File: src/rtl/pe_ctx_pkg.sv
// ---------------------------------------------------------------------------
// pe_ctx_pkg
// Shared definitions for the PE context sequencer: default widths, the
// sequencer state encoding and the idle configuration word.
// ---------------------------------------------------------------------------
package pe_ctx_pkg;

  // Default widths of the context word and the context address.
  localparam int unsigned CTX_CONF_WIDTH = 8;
  localparam int unsigned CTX_ADDR_WIDTH = 4;

  // Configuration word presented to the PE whenever it is not running.
  localparam int unsigned CONF_NOP = 0;

  // Sequencer states. DRAIN is the cycle in which the final word of the
  // final pass is on the PE bus.
  typedef logic [1:0] ctx_state_t;
  localparam ctx_state_t ST_IDLE  = 2'd0;
  localparam ctx_state_t ST_LOAD  = 2'd1;
  localparam ctx_state_t ST_RUN   = 2'd2;
  localparam ctx_state_t ST_DRAIN = 2'd3;

endpackage

File: src/rtl/pe_ctx_mem.sv
// ---------------------------------------------------------------------------
// pe_ctx_mem
// DEPTH x CONF_WIDTH context memory: one synchronous write port and one
// registered read port. The read register is the PE configuration output,
// so it also has a synchronous clear back to the NOP word.
//
// Ports:
//   clk    - clock, rising edge
//   rst    - synchronous reset, active-low (clears the read register only)
//   we     - write strobe
//   waddr  - write address
//   wdata  - write data
//   re     - read enable; the read register holds while low
//   clr    - load the NOP word into the read register
//   raddr  - read address
//   rdata  - registered read data
// ---------------------------------------------------------------------------
module pe_ctx_mem
  import pe_ctx_pkg::*;
#(
  parameter int unsigned DEPTH      = 16,
  parameter int unsigned ADDR_WIDTH = CTX_ADDR_WIDTH,
  parameter int unsigned CONF_WIDTH = CTX_CONF_WIDTH
) (
  input  logic                  clk,
  input  logic                  rst,
  input  logic                  we,
  input  logic [ADDR_WIDTH-1:0] waddr,
  input  logic [CONF_WIDTH-1:0] wdata,
  input  logic                  re,
  input  logic                  clr,
  input  logic [ADDR_WIDTH-1:0] raddr,
  output logic [CONF_WIDTH-1:0] rdata
);

  logic [CONF_WIDTH-1:0] mem [DEPTH];

  // Storage array: never reset, contents survive a sequencer reset.
  always_ff @(posedge clk) begin
    if (we) begin
      mem[waddr] <= wdata;
    end
  end

  // Registered read port.
  always_ff @(posedge clk) begin
    if (!rst || clr) begin
      rdata <= CONF_WIDTH'(CONF_NOP);
    end else if (re) begin
      rdata <= mem[raddr];
    end
  end

endmodule

File: src/rtl/pe_ctx_seq.sv
// ---------------------------------------------------------------------------
// pe_ctx_seq
// Context sequencer for one CGRA processing element. Steps through a
// context memory one word per cycle, loops the program a latched number of
// passes and redirects the program counter on the PE branch flag.
//
// pc always names the word currently on pe_conf; the next word is read
// from the memory with the freshly computed next pc, so a branch costs no
// bubble.
//
// Optional feature macro: PE_CTX_SEQ_STALL_EN adds a 'stall' input that
// freezes LOAD/RUN/DRAIN (pe_en low, pe_conf held, pe_branch ignored).
//
// Ports:
//   clk, rst              - clock, synchronous active-low reset
//   cfg_we/addr/data      - context memory write port (accepted in IDLE only)
//   last_addr             - final program address, latched on start
//   iterations            - number of program passes, latched on start
//   branch_tgt            - branch target, latched on start
//   start                 - run request pulse
//   stall                 - (PE_CTX_SEQ_STALL_EN only) execution hold
//   pe_branch             - branch flag from the PE
//   pe_conf, pe_en        - registered configuration word and enable to PE
//   pe_rst                - one-cycle PE reset pulse at run start
//   busy                  - high in LOAD/RUN/DRAIN
//   done                  - one-cycle pulse when a run completes
// ---------------------------------------------------------------------------
module pe_ctx_seq
  import pe_ctx_pkg::*;
#(
  parameter int unsigned DEPTH      = 16,
  parameter int unsigned ADDR_WIDTH = CTX_ADDR_WIDTH,
  parameter int unsigned CONF_WIDTH = CTX_CONF_WIDTH,
  parameter int unsigned ITER_WIDTH = 16
) (
  input  logic                  clk,
  input  logic                  rst,
  input  logic                  cfg_we,
  input  logic [ADDR_WIDTH-1:0] cfg_addr,
  input  logic [CONF_WIDTH-1:0] cfg_data,
  input  logic [ADDR_WIDTH-1:0] last_addr,
  input  logic [ITER_WIDTH-1:0] iterations,
  input  logic [ADDR_WIDTH-1:0] branch_tgt,
  input  logic                  start,
`ifdef PE_CTX_SEQ_STALL_EN
  input  logic                  stall,
`endif
  input  logic                  pe_branch,
  output logic [CONF_WIDTH-1:0] pe_conf,
  output logic                  pe_en,
  output logic                  pe_rst,
  output logic                  busy,
  output logic                  done
);

  // One extra bit so pass arithmetic never overflows at the maximum count.
  localparam int unsigned CNT_WIDTH = ITER_WIDTH + 1;

  ctx_state_t            state, state_nxt;
  logic [ADDR_WIDTH-1:0] pc, pc_nxt;
  logic [ITER_WIDTH-1:0] iter_cnt, iter_nxt;
  logic [ADDR_WIDTH-1:0] last_q, tgt_q;
  logic [ITER_WIDTH-1:0] iters_q;
  logic [ADDR_WIDTH-1:0] rd_addr_c;
  logic                  rd_en_c, rd_clr_c, latch_c, wr_en_c;
  logic                  en_nxt, rst_pulse_nxt, done_nxt;
  logic                  stall_c, hold_c, more_c, ending_c;

`ifdef PE_CTX_SEQ_STALL_EN
  assign stall_c = stall;
`else
  assign stall_c = 1'b0;
`endif

  // Stall only freezes an active run; IDLE keeps reacting to start.
  assign hold_c  = stall_c && (state != ST_IDLE);
  // True while at least one more full pass follows the current one.
  assign more_c  = (CNT_WIDTH'(iter_cnt) + CNT_WIDTH'(1)) < CNT_WIDTH'(iters_q);
  assign wr_en_c = cfg_we && (state == ST_IDLE);

  // Next-state, next-pc and registered-output decode.
  always_comb begin
    state_nxt     = state;
    pc_nxt        = pc;
    iter_nxt      = iter_cnt;
    latch_c       = 1'b0;
    rd_en_c       = 1'b0;
    rd_clr_c      = 1'b0;
    rd_addr_c     = pc;
    en_nxt        = 1'b0;
    rst_pulse_nxt = 1'b0;
    done_nxt      = 1'b0;
    ending_c      = 1'b0;

    case (state)
      ST_IDLE: begin
        if (start) begin
          if (iterations == '0) begin
            done_nxt = 1'b1;
          end else begin
            latch_c       = 1'b1;
            pc_nxt        = '0;
            iter_nxt      = '0;
            rst_pulse_nxt = 1'b1;
            state_nxt     = ST_LOAD;
          end
        end
      end
      ST_LOAD: begin
        // pc is already 0: fetch it so it lands on pe_conf next cycle.
        if (!hold_c) begin
          rd_en_c   = 1'b1;
          state_nxt = ST_RUN;
        end
      end
      default: begin
        // RUN and DRAIN share the next-pc priority; DRAIN only ends when
        // no branch is taken.
        if (!hold_c) begin
          if (pe_branch) begin
            pc_nxt = tgt_q;
          end else if (pc == last_q) begin
            if (more_c) begin
              pc_nxt   = '0;
              iter_nxt = iter_cnt + ITER_WIDTH'(1);
            end else begin
              ending_c = 1'b1;
            end
          end else begin
            pc_nxt = pc + ADDR_WIDTH'(1);
          end

          if (ending_c) begin
            state_nxt = ST_IDLE;
            rd_clr_c  = 1'b1;
            done_nxt  = 1'b1;
          end else begin
            rd_en_c   = 1'b1;
            state_nxt = ST_RUN;
          end
        end
      end
    endcase

    // Any fetched word is issued next cycle; flag it as DRAIN when it is
    // the last word of the last pass.
    if (rd_en_c) begin
      rd_addr_c = pc_nxt;
      en_nxt    = 1'b1;
      if ((pc_nxt == last_q) &&
          ((CNT_WIDTH'(iter_nxt) + CNT_WIDTH'(1)) >= CNT_WIDTH'(iters_q))) begin
        state_nxt = ST_DRAIN;
      end
    end
  end

  // State, program counter and latched run parameters.
  always_ff @(posedge clk) begin
    if (!rst) begin
      state    <= ST_IDLE;
      pc       <= '0;
      iter_cnt <= '0;
      last_q   <= '0;
      iters_q  <= '0;
      tgt_q    <= '0;
    end else begin
      state    <= state_nxt;
      pc       <= pc_nxt;
      iter_cnt <= iter_nxt;
      if (latch_c) begin
        last_q  <= last_addr;
        iters_q <= iterations;
        tgt_q   <= branch_tgt;
      end
    end
  end

  // Registered control outputs.
  always_ff @(posedge clk) begin
    if (!rst) begin
      pe_en  <= 1'b0;
      pe_rst <= 1'b0;
      busy   <= 1'b0;
      done   <= 1'b0;
    end else begin
      pe_en  <= en_nxt;
      pe_rst <= rst_pulse_nxt;
      busy   <= (state_nxt != ST_IDLE);
      done   <= done_nxt;
    end
  end

  // Context memory; its read register drives pe_conf directly.
  pe_ctx_mem #(
    .DEPTH      (DEPTH),
    .ADDR_WIDTH (ADDR_WIDTH),
    .CONF_WIDTH (CONF_WIDTH)
  ) u_mem (
    .clk   (clk),
    .rst   (rst),
    .we    (wr_en_c),
    .waddr (cfg_addr),
    .wdata (cfg_data),
    .re    (rd_en_c),
    .clr   (rd_clr_c),
    .raddr (rd_addr_c),
    .rdata (pe_conf)
  );

endmodule

File: config.mk
export PLATFORM = sky130hd
export DESIGN_NAME = pe_ctx_seq
export DESIGN_NICKNAME = d
export VERILOG_FILES = /design/src/rtl/pe_ctx_pkg.sv /design/src/rtl/pe_ctx_mem.sv /design/src/rtl/pe_ctx_seq.sv
export SDC_FILE = /design/constraint.sdc
export NUM_CORES = 1
export LEC_CHECK = 0
export ABC_CLOCK_PERIOD_IN_PS = 7400
export CAP_MARGIN = 10
export CORE_UTILIZATION = 55
export CTS_BUF_LIST = sky130_fd_sc_hd__clkbuf_16
export CTS_CLUSTER_DIAMETER = 40
export CTS_CLUSTER_SIZE = 14
export DETAILED_ROUTE_END_ITERATION = 8
export PLACE_DENSITY = 0.77
export SLEW_MARGIN = 20
export SYNTH_ARGS = -nofsm -noshare
export SYNTH_HDL_FRONTEND = slang
export SYNTH_SLANG_ARGS = --single-unit
File: constraint.sdc
create_clock -name clk -period 7.4 [get_ports clk]
set_clock_uncertainty 0.05 [all_clocks]
set_input_delay 0.74 -clock clk [delete_from_list [all_inputs] [get_ports clk]]
set_output_delay 0.74 -clock clk [all_outputs]
set_load 0.02 [all_outputs]
# ---- After elaboration in Yosys (flattened, before gate mapping)
# Memories as Yosys holds them, arrays and structs flattened. A register that Yosys moved wholly into a read port is not among the register bits.
# Index checks and enable logic that the tools add are counted.
dict set report op_classes {
  addsub 4
  magnitude_cmp 2
  eq_ne 3
  n_mux 36
  reduce_logical 8
}
# cell count
set ops {}
lappend ops {{two-way mux 16 bit} 5}
lappend ops {{adder 16 x 1 -> 17 bit, second input constant} 2}
lappend ops {{one-hot mux 16 bit (2 select lines)} 1}
lappend ops {{two-way mux 4 bit} 6}
lappend ops {{>= comparator 17 x 16 -> 1 bit} 1}
lappend ops {{less-than comparator 17 x 16 -> 1 bit} 1}
lappend ops {{adder 16 x 1 -> 16 bit, second input constant} 1}
lappend ops {{zero test 16 bit} 1}
lappend ops {{two-way mux 1 bit} 15}
lappend ops {{two-way mux 2 bit} 5}
lappend ops {{== test 4 bit} 2}
lappend ops {{one-hot mux 4 bit (2 select lines)} 1}
lappend ops {{adder 4 x 1 -> 4 bit, second input constant} 1}
lappend ops {{one-hot mux 1 bit (2 select lines)} 2}
lappend ops {{one-hot mux 2 bit (2 select lines)} 1}
lappend ops {{== test 2 x 1 -> 1 bit, second input constant} 1}
lappend ops {{logical AND 1 bit} 2}
lappend ops {{zero test 2 bit} 1}
lappend ops {{nonzero test 2 bit} 1}
lappend ops {{OR reduction 2 bit} 1}
lappend ops {{zero test 1 bit} 1}
lappend ops {{logical OR 1 bit} 1}
dict set report totals {
  reg_bits 50
  mem_bits_rw 128
  inputBits 41
  output_inout_bits 12
  wordCells 64
  mem_count 1
}
# memory words width rd rd_ports_with_merged_regs write_ports line
set mem_list {}
lappend mem_list {u_mem.mem 16 8 1 1 1 pe_ctx_mem.sv:36} ;# logic [CONF_WIDTH-1:0] mem [DEPTH];

# ---- Logic depth before layout (Yosys ltp)
dict set report logic_depth {
  ltp_word 12
  mapped_depth 28
  ltp_nobuf 26
}

# ---- Modules after synthesis
# A second synthesis with hierarchy kept.
dict set report unflattened {
  cells_unflattened 746
  area_unflattened_um2 9123.8
}
# mod instances cells_per_inst area_per_inst_um2 seq_area_each_um2
set by_module_without_submodules {}
lappend by_module_without_submodules {pe_ctx_mem 1 241 5253.8 4003.8}
lappend by_module_without_submodules {pe_ctx_seq 1 505 3870.0 1001.0}

# ---- Least setup slack after synthesis
# OpenSTA, ideal clock, no wires.
dict set report synth_path {
  path_type {reg-to-reg}
  start {register iter_cnt[0]}
  end {register state[0]}
  setup_ns 0.122
  arrival_ns 5.432
  required_ns 7.228
  slack_ns 1.796
  stages_incl_launch_ff 28
  n_path_buf 1
  period_less_slack_ns 5.604
  path_cell_list {dfxtp_1 > ha_1 > nand3_1 > nor2_1 > nand3_1 > xnor2_1 > ha_1 > nand4_1 > or4_1 > o21ba_2 > nand4_4 > clkbuf_1 > nand3_1 > o21ai_0 > ha_1 > nor4b_4 > nand3_1 > xnor2_1 > ha_1 > a21oi_1 > nor2b_1 > o21ai_0 > o21ai_0 > o21a_1 > a311oi_1 > o21ai_0 > a41oi_1 > o21ai_0}
}
dict set report synth_via {
  elab_chain_len 11
}
# element line
set synth_lines {}
lappend synth_lines {{from (decl)} pe_ctx_seq.sv:61} ;# logic [ITER_WIDTH-1:0] iter_cnt, iter_nxt;
lappend synth_lines {{from (signal assigned)} pe_ctx_seq.sv:169} ;# iter_cnt <= iter_nxt;
lappend synth_lines {{adder 16 x 1 -> 17 bit} pe_ctx_seq.sv:78} ;# assign more_c = (CNT_WIDTH'(iter_cnt) + CNT_WIDTH'(1)) < CNT_WIDTH'(iters_q);
lappend synth_lines {{less-than comparator 17 x 16 -> 1 bit} pe_ctx_seq.sv:78}
lappend synth_lines {{two-way mux 16 bit} pe_ctx_seq.sv:123} ;# if (more_c) begin
lappend synth_lines {{two-way mux 16 bit} pe_ctx_seq.sv:122} ;# end else if (pc == last_q) begin
lappend synth_lines {{two-way mux 16 bit} pe_ctx_seq.sv:120} ;# if (pe_branch) begin
lappend synth_lines {{one-hot mux 16 bit (2 select lines) (*)} pe_ctx_seq.sv:95} ;# case (state)
lappend synth_lines {{named net iter_nxt[0]} pe_ctx_seq.sv:61}
lappend synth_lines {{adder 16 x 1 -> 17 bit (*)} pe_ctx_seq.sv:151} ;# ((CNT_WIDTH'(iter_nxt) + CNT_WIDTH'(1)) >= CNT_WIDTH'(iters_q))) begin
lappend synth_lines {{>= comparator 17 x 16 -> 1 bit (*)} pe_ctx_seq.sv:151}
lappend synth_lines {{logical AND 1 bit (*)} pe_ctx_seq.sv:150} ;# if ((pc_nxt == last_q) &&
lappend synth_lines {{two-way mux 2 bit (*)} pe_ctx_seq.sv:150}
lappend synth_lines {{two-way mux 2 bit (*)} pe_ctx_seq.sv:147} ;# if (rd_en_c) begin
lappend synth_lines {{to (signal assigned)} pe_ctx_seq.sv:167} ;# state <= state_nxt;
lappend synth_lines {{to (decl)} pe_ctx_seq.sv:59} ;# ctx_state_t state, state_nxt;
# The timed path passes the listed nets; every way through them passes the cells marked *. The select of a mux whose other input is x is not followed.
# A chain may end at the register's enable or synchronous reset.

# ---- Worst setup path after layout
# Ends and elaborated chain as after synthesis.

==> impl_metrics.env <==
export IMPL_synth_seq_area_share_pct=53.9
export IMPL_leakage_nw=3.90
export IMPL_min_delay_path_depth=2
export IMPL_worst_path_max_delay_cell="or4_1"
export IMPL_clock_tree_htree_level_count=4
export IMPL_slew_violations=0
export IMPL_floorplan_die_area_sq_um=17400
export IMPL_cts_tree="done"
export IMPL_core_region_area_sq_um=16500
export IMPL_timing_max_slew_rel_slack_pct=34.1
export IMPL_final_hold_viol_count=0
export IMPL_final_antenna_net_count=0
export IMPL_die_width_um=132
export IMPL_grt_antenna_before_repair=0
export IMPL_grt_met2_usage_pct=42.3
export IMPL_ys_types=67
export IMPL_grt_setup_unrepaired="no"
export IMPL_synthArstFlopShare_pct=0
export IMPL_cp_common_cell="o21ai_0"
export IMPL_start_kind="flip-flop"
export IMPL_number_of_post_cts_setup_repair_buffers=0
export IMPL_route_detailed_vias_per_inst=5.96
export IMPL_irDropWorstVdd_mv=0.184
export IMPL_ff2ff_setup_slack_ns=1.01
export IMPL_grt_busiest_layer="met2"
export IMPL_place_hpwl_mm=14.6
export IMPL_finalWeightedCongestion=0.875
export IMPL_residual_drc_count=0
export IMPL_syn_nets=898
export IMPL_layout_area_overhead_vs_synth_pct=14.4
export IMPL_ys_ff_latch=186
export IMPL_final_common_cell="edfxtp_1"
export IMPL_start_util_pct=56.2
export IMPL_nNetsFinal=939
export IMPL_post_dp_cell_area_sq_um=9990
export IMPL_grt_max_degree=40
export IMPL_total_routing_usage_gr_pct=24.6
export IMPL_commonest_cells_after_routing_fill_and_taps_aside="edfxtp_1 (128), nand2_1 (100), mux2i_1 (84), dfxtp_1 (58), nor2_1 (56)"
export IMPL_final_setup_tns_ns=0
export IMPL_final_core_util_pct=64.3
export IMPL_layout_filler_cells=1240
export IMPL_ctsResizeCount=0
export IMPL_period_share_pct=86.3
export IMPL_post_synth_edffs=128
export IMPL_final_min_clock_period_ns=6.39
export IMPL_timing_worst_slew_pin_value_ns=0.985
export IMPL_dr_pass1_iters=5
export IMPL_syn_area_sq_um=9290
export IMPL_globalRoute_totalOverflow=0
export IMPL_ff2ff_path_depth=26
export IMPL_hold_class="reg2reg"
export IMPL_detail_route_wl_per_cell_um=18.9
export IMPL_ys_flop_type="edfxtp_1"
export IMPL_postSynthAreaPerCell_sq_um=11.3
export IMPL_met3_grt_util_pct=3.92
export IMPL_crit_buf_inv=0
export IMPL_end_kind="flip-flop"
export IMPL_cts_buffer_depth=2
export IMPL_clock_sinks=186
export IMPL_antenna_cells_inserted=0
export IMPL_path_clk_slew_ns=0.08
export IMPL_timing_hold_worst_start="iters_q[14]"
export IMPL_postRouteWirelength_mm=20.8
export IMPL_first_pass_grt_wire_length_mm=32.9
export IMPL_hold_buffers=0
export IMPL_io_pins=53
export IMPL_maxClockFrequency_mhz=157
export IMPL_setup_viol=0
export IMPL_tritoncts_num_buffers=17
export IMPL_endpoint_of_the_worst_register_to_register_path="state[0]"
export IMPL_power_density_nw_per_um2=226
export IMPL_status="finished clean"
export IMPL_worst_skew_pair_late_latency_ns=0.44
export IMPL_layout_drive_gt1_share_pct=7.41
export IMPL_via_count=6533
export IMPL_synth_yosys_warnings=0
export IMPL_port_buffers=52
export IMPL_detailedRoute_firstIterationViolations=515
export IMPL_vertical_extent_of_the_die_um=132
export IMPL_placementRows=47
export IMPL_grt_util_met1_pct=30.3
export IMPL_cp_data_required_time_ns=7.66
export IMPL_worst_r2r_startpoint="iter_cnt[0]"
export IMPL_synthesis_instances=823
export IMPL_cp_max_fo=19
export IMPL_worst_path_dominant_cell_family="simple AND/OR/NAND/NOR gates"
export IMPL_finish_instance_area_sq_um=10600
export IMPL_maxCapViolCount=0
export IMPL_crit_type="reg2reg"
export IMPL_cp_data_arrival_time_ns=6.65
export IMPL_cts_root_buffer="clkbuf_16"
export IMPL_hold_path_end="iters_q[14]"
export IMPL_via_count_of_the_first_global_routing_pass=6509
export IMPL_max_stage_delay_ns=0.56
-- power breakdown --
part	switching [mW]	internal, mW
Clock	0.466	0.469
Sequential	0.0197	1.14
Combinational	0.187	0.124
-- through the flow --
stage,instances,total power [mW],setup slack [ns],hold WS [ns]
floorplan,823,1.38,1.80,0.393
global placement,1065,1.48,1.50,0.405
detailed placement,1065,1.49,1.14,0.412
CTS,1097,2.41,1.07,0.423
global route,1097,2.48,0.526,0.437
finish,1097,2.41,1.01,0.416
-- per-layer routing --
metal	share of wire, %	vias up	wire length, um
li1	-	3109	-
met2	50	251	10400
met4	3.2	0	658
met5	0	-	0
met3	5.4	49	1110
met1	41	3124	8610
-- synth_stat cells (all sizes together) (9+ instances only) --
cell type  count  area, sq um
xnor2         30          278
and2          14         87.6
nor2b         11         68.8
nand2        101          387
o22ai         10         62.6
ha            34          425
nor2          56          210
xor2          13          121
edfxtp       128         3840
o21ai         29          149
a21oi         18         93.8
mux2i         84          841
inv           22         82.6
nand4         16          115
buf           21          128
nor3          10         50.1
nand3         23          120
dfxtp         58         1160
and3           9         56.3
clkbuf        21         78.8
a21boi        27          203
-- sequential cells by signal (all words and copies together) (netlist names), 2 cells and up --
signal / flops
iter_cnt: 16
iters_q: 16
pc: 4
tgt_q: 4
u_mem.rdata: 8
u_mem.mem: 128
last_q: 4
state: 2
-- how the worst max path moves through the flow --
stage | cells after the start | slack, ns | start | end
after floorplan | 27 | 1.80 | iter_cnt[0] | state[0]
after global placement | 26 | 1.50 | iter_cnt[0] | state[0]
after detailed placement | 26 | 1.14 | iter_cnt[0] | state[0]
after CTS | 26 | 1.07 | iter_cnt[0] | state[0]
after global routing | 26 | 0.53 | iter_cnt[0] | state[0]
final | 26 | 1.01 | iter_cnt[0] | state[0]
-- cell type report --
type | count | area, sq um | share of cell area [%]
flip-flops and latches | 186 | 5000 | 47.1
multi-input cells | 573 | 4030 | 37.9
repair buffers | 64 | 611 | 5.74
clock buffers | 17 | 425 | 4.00
well taps | 220 | 275 | 2.59
clock inverters | 15 | 199 | 1.87
inverters | 22 | 82.6 | 0.777
-- logic make-up (layout without fill, tap and decap cells) --
logic type,count (synthesis),in the layout,share of synthesized area (%)
buffers and inverters,64,118,3.11
AO/OA/AOI/OAI,142,142,10.5
flip-flops,186,186,53.9
multiplexers,85,85,9.17
adder cells (fa/ha/maj),34,34,4.58
AND/OR/NAND/NOR,269,269,14.5
XOR/XNOR,43,43,4.30
-- worst reg2reg max path, cell delays in order (launching register included) --
cell      delay [ns]
dfxtp_1         0.44
ha_1            0.31
nand3_1         0.20
nor2_1          0.40
nand3_1         0.24
xnor2_1         0.19
ha_1            0.31
nand4_1         0.12
or4_1           0.56
o21ba_2         0.26
nand4_4         0.23
nand3_1         0.11
o21ai_0         0.17
ha_1            0.25
nor4b_4         0.45
nand3_1         0.17
xnor2_1         0.21
ha_1            0.30
a21oi_1         0.17
nor2b_1         0.06
o21ai_0         0.13
o21ai_0         0.10
o21a_1          0.17
a311oi_1        0.23
o21ai_0         0.13
a41oi_1         0.19
o21ai_0         0.12
Power figures use the tool's default switching activity.
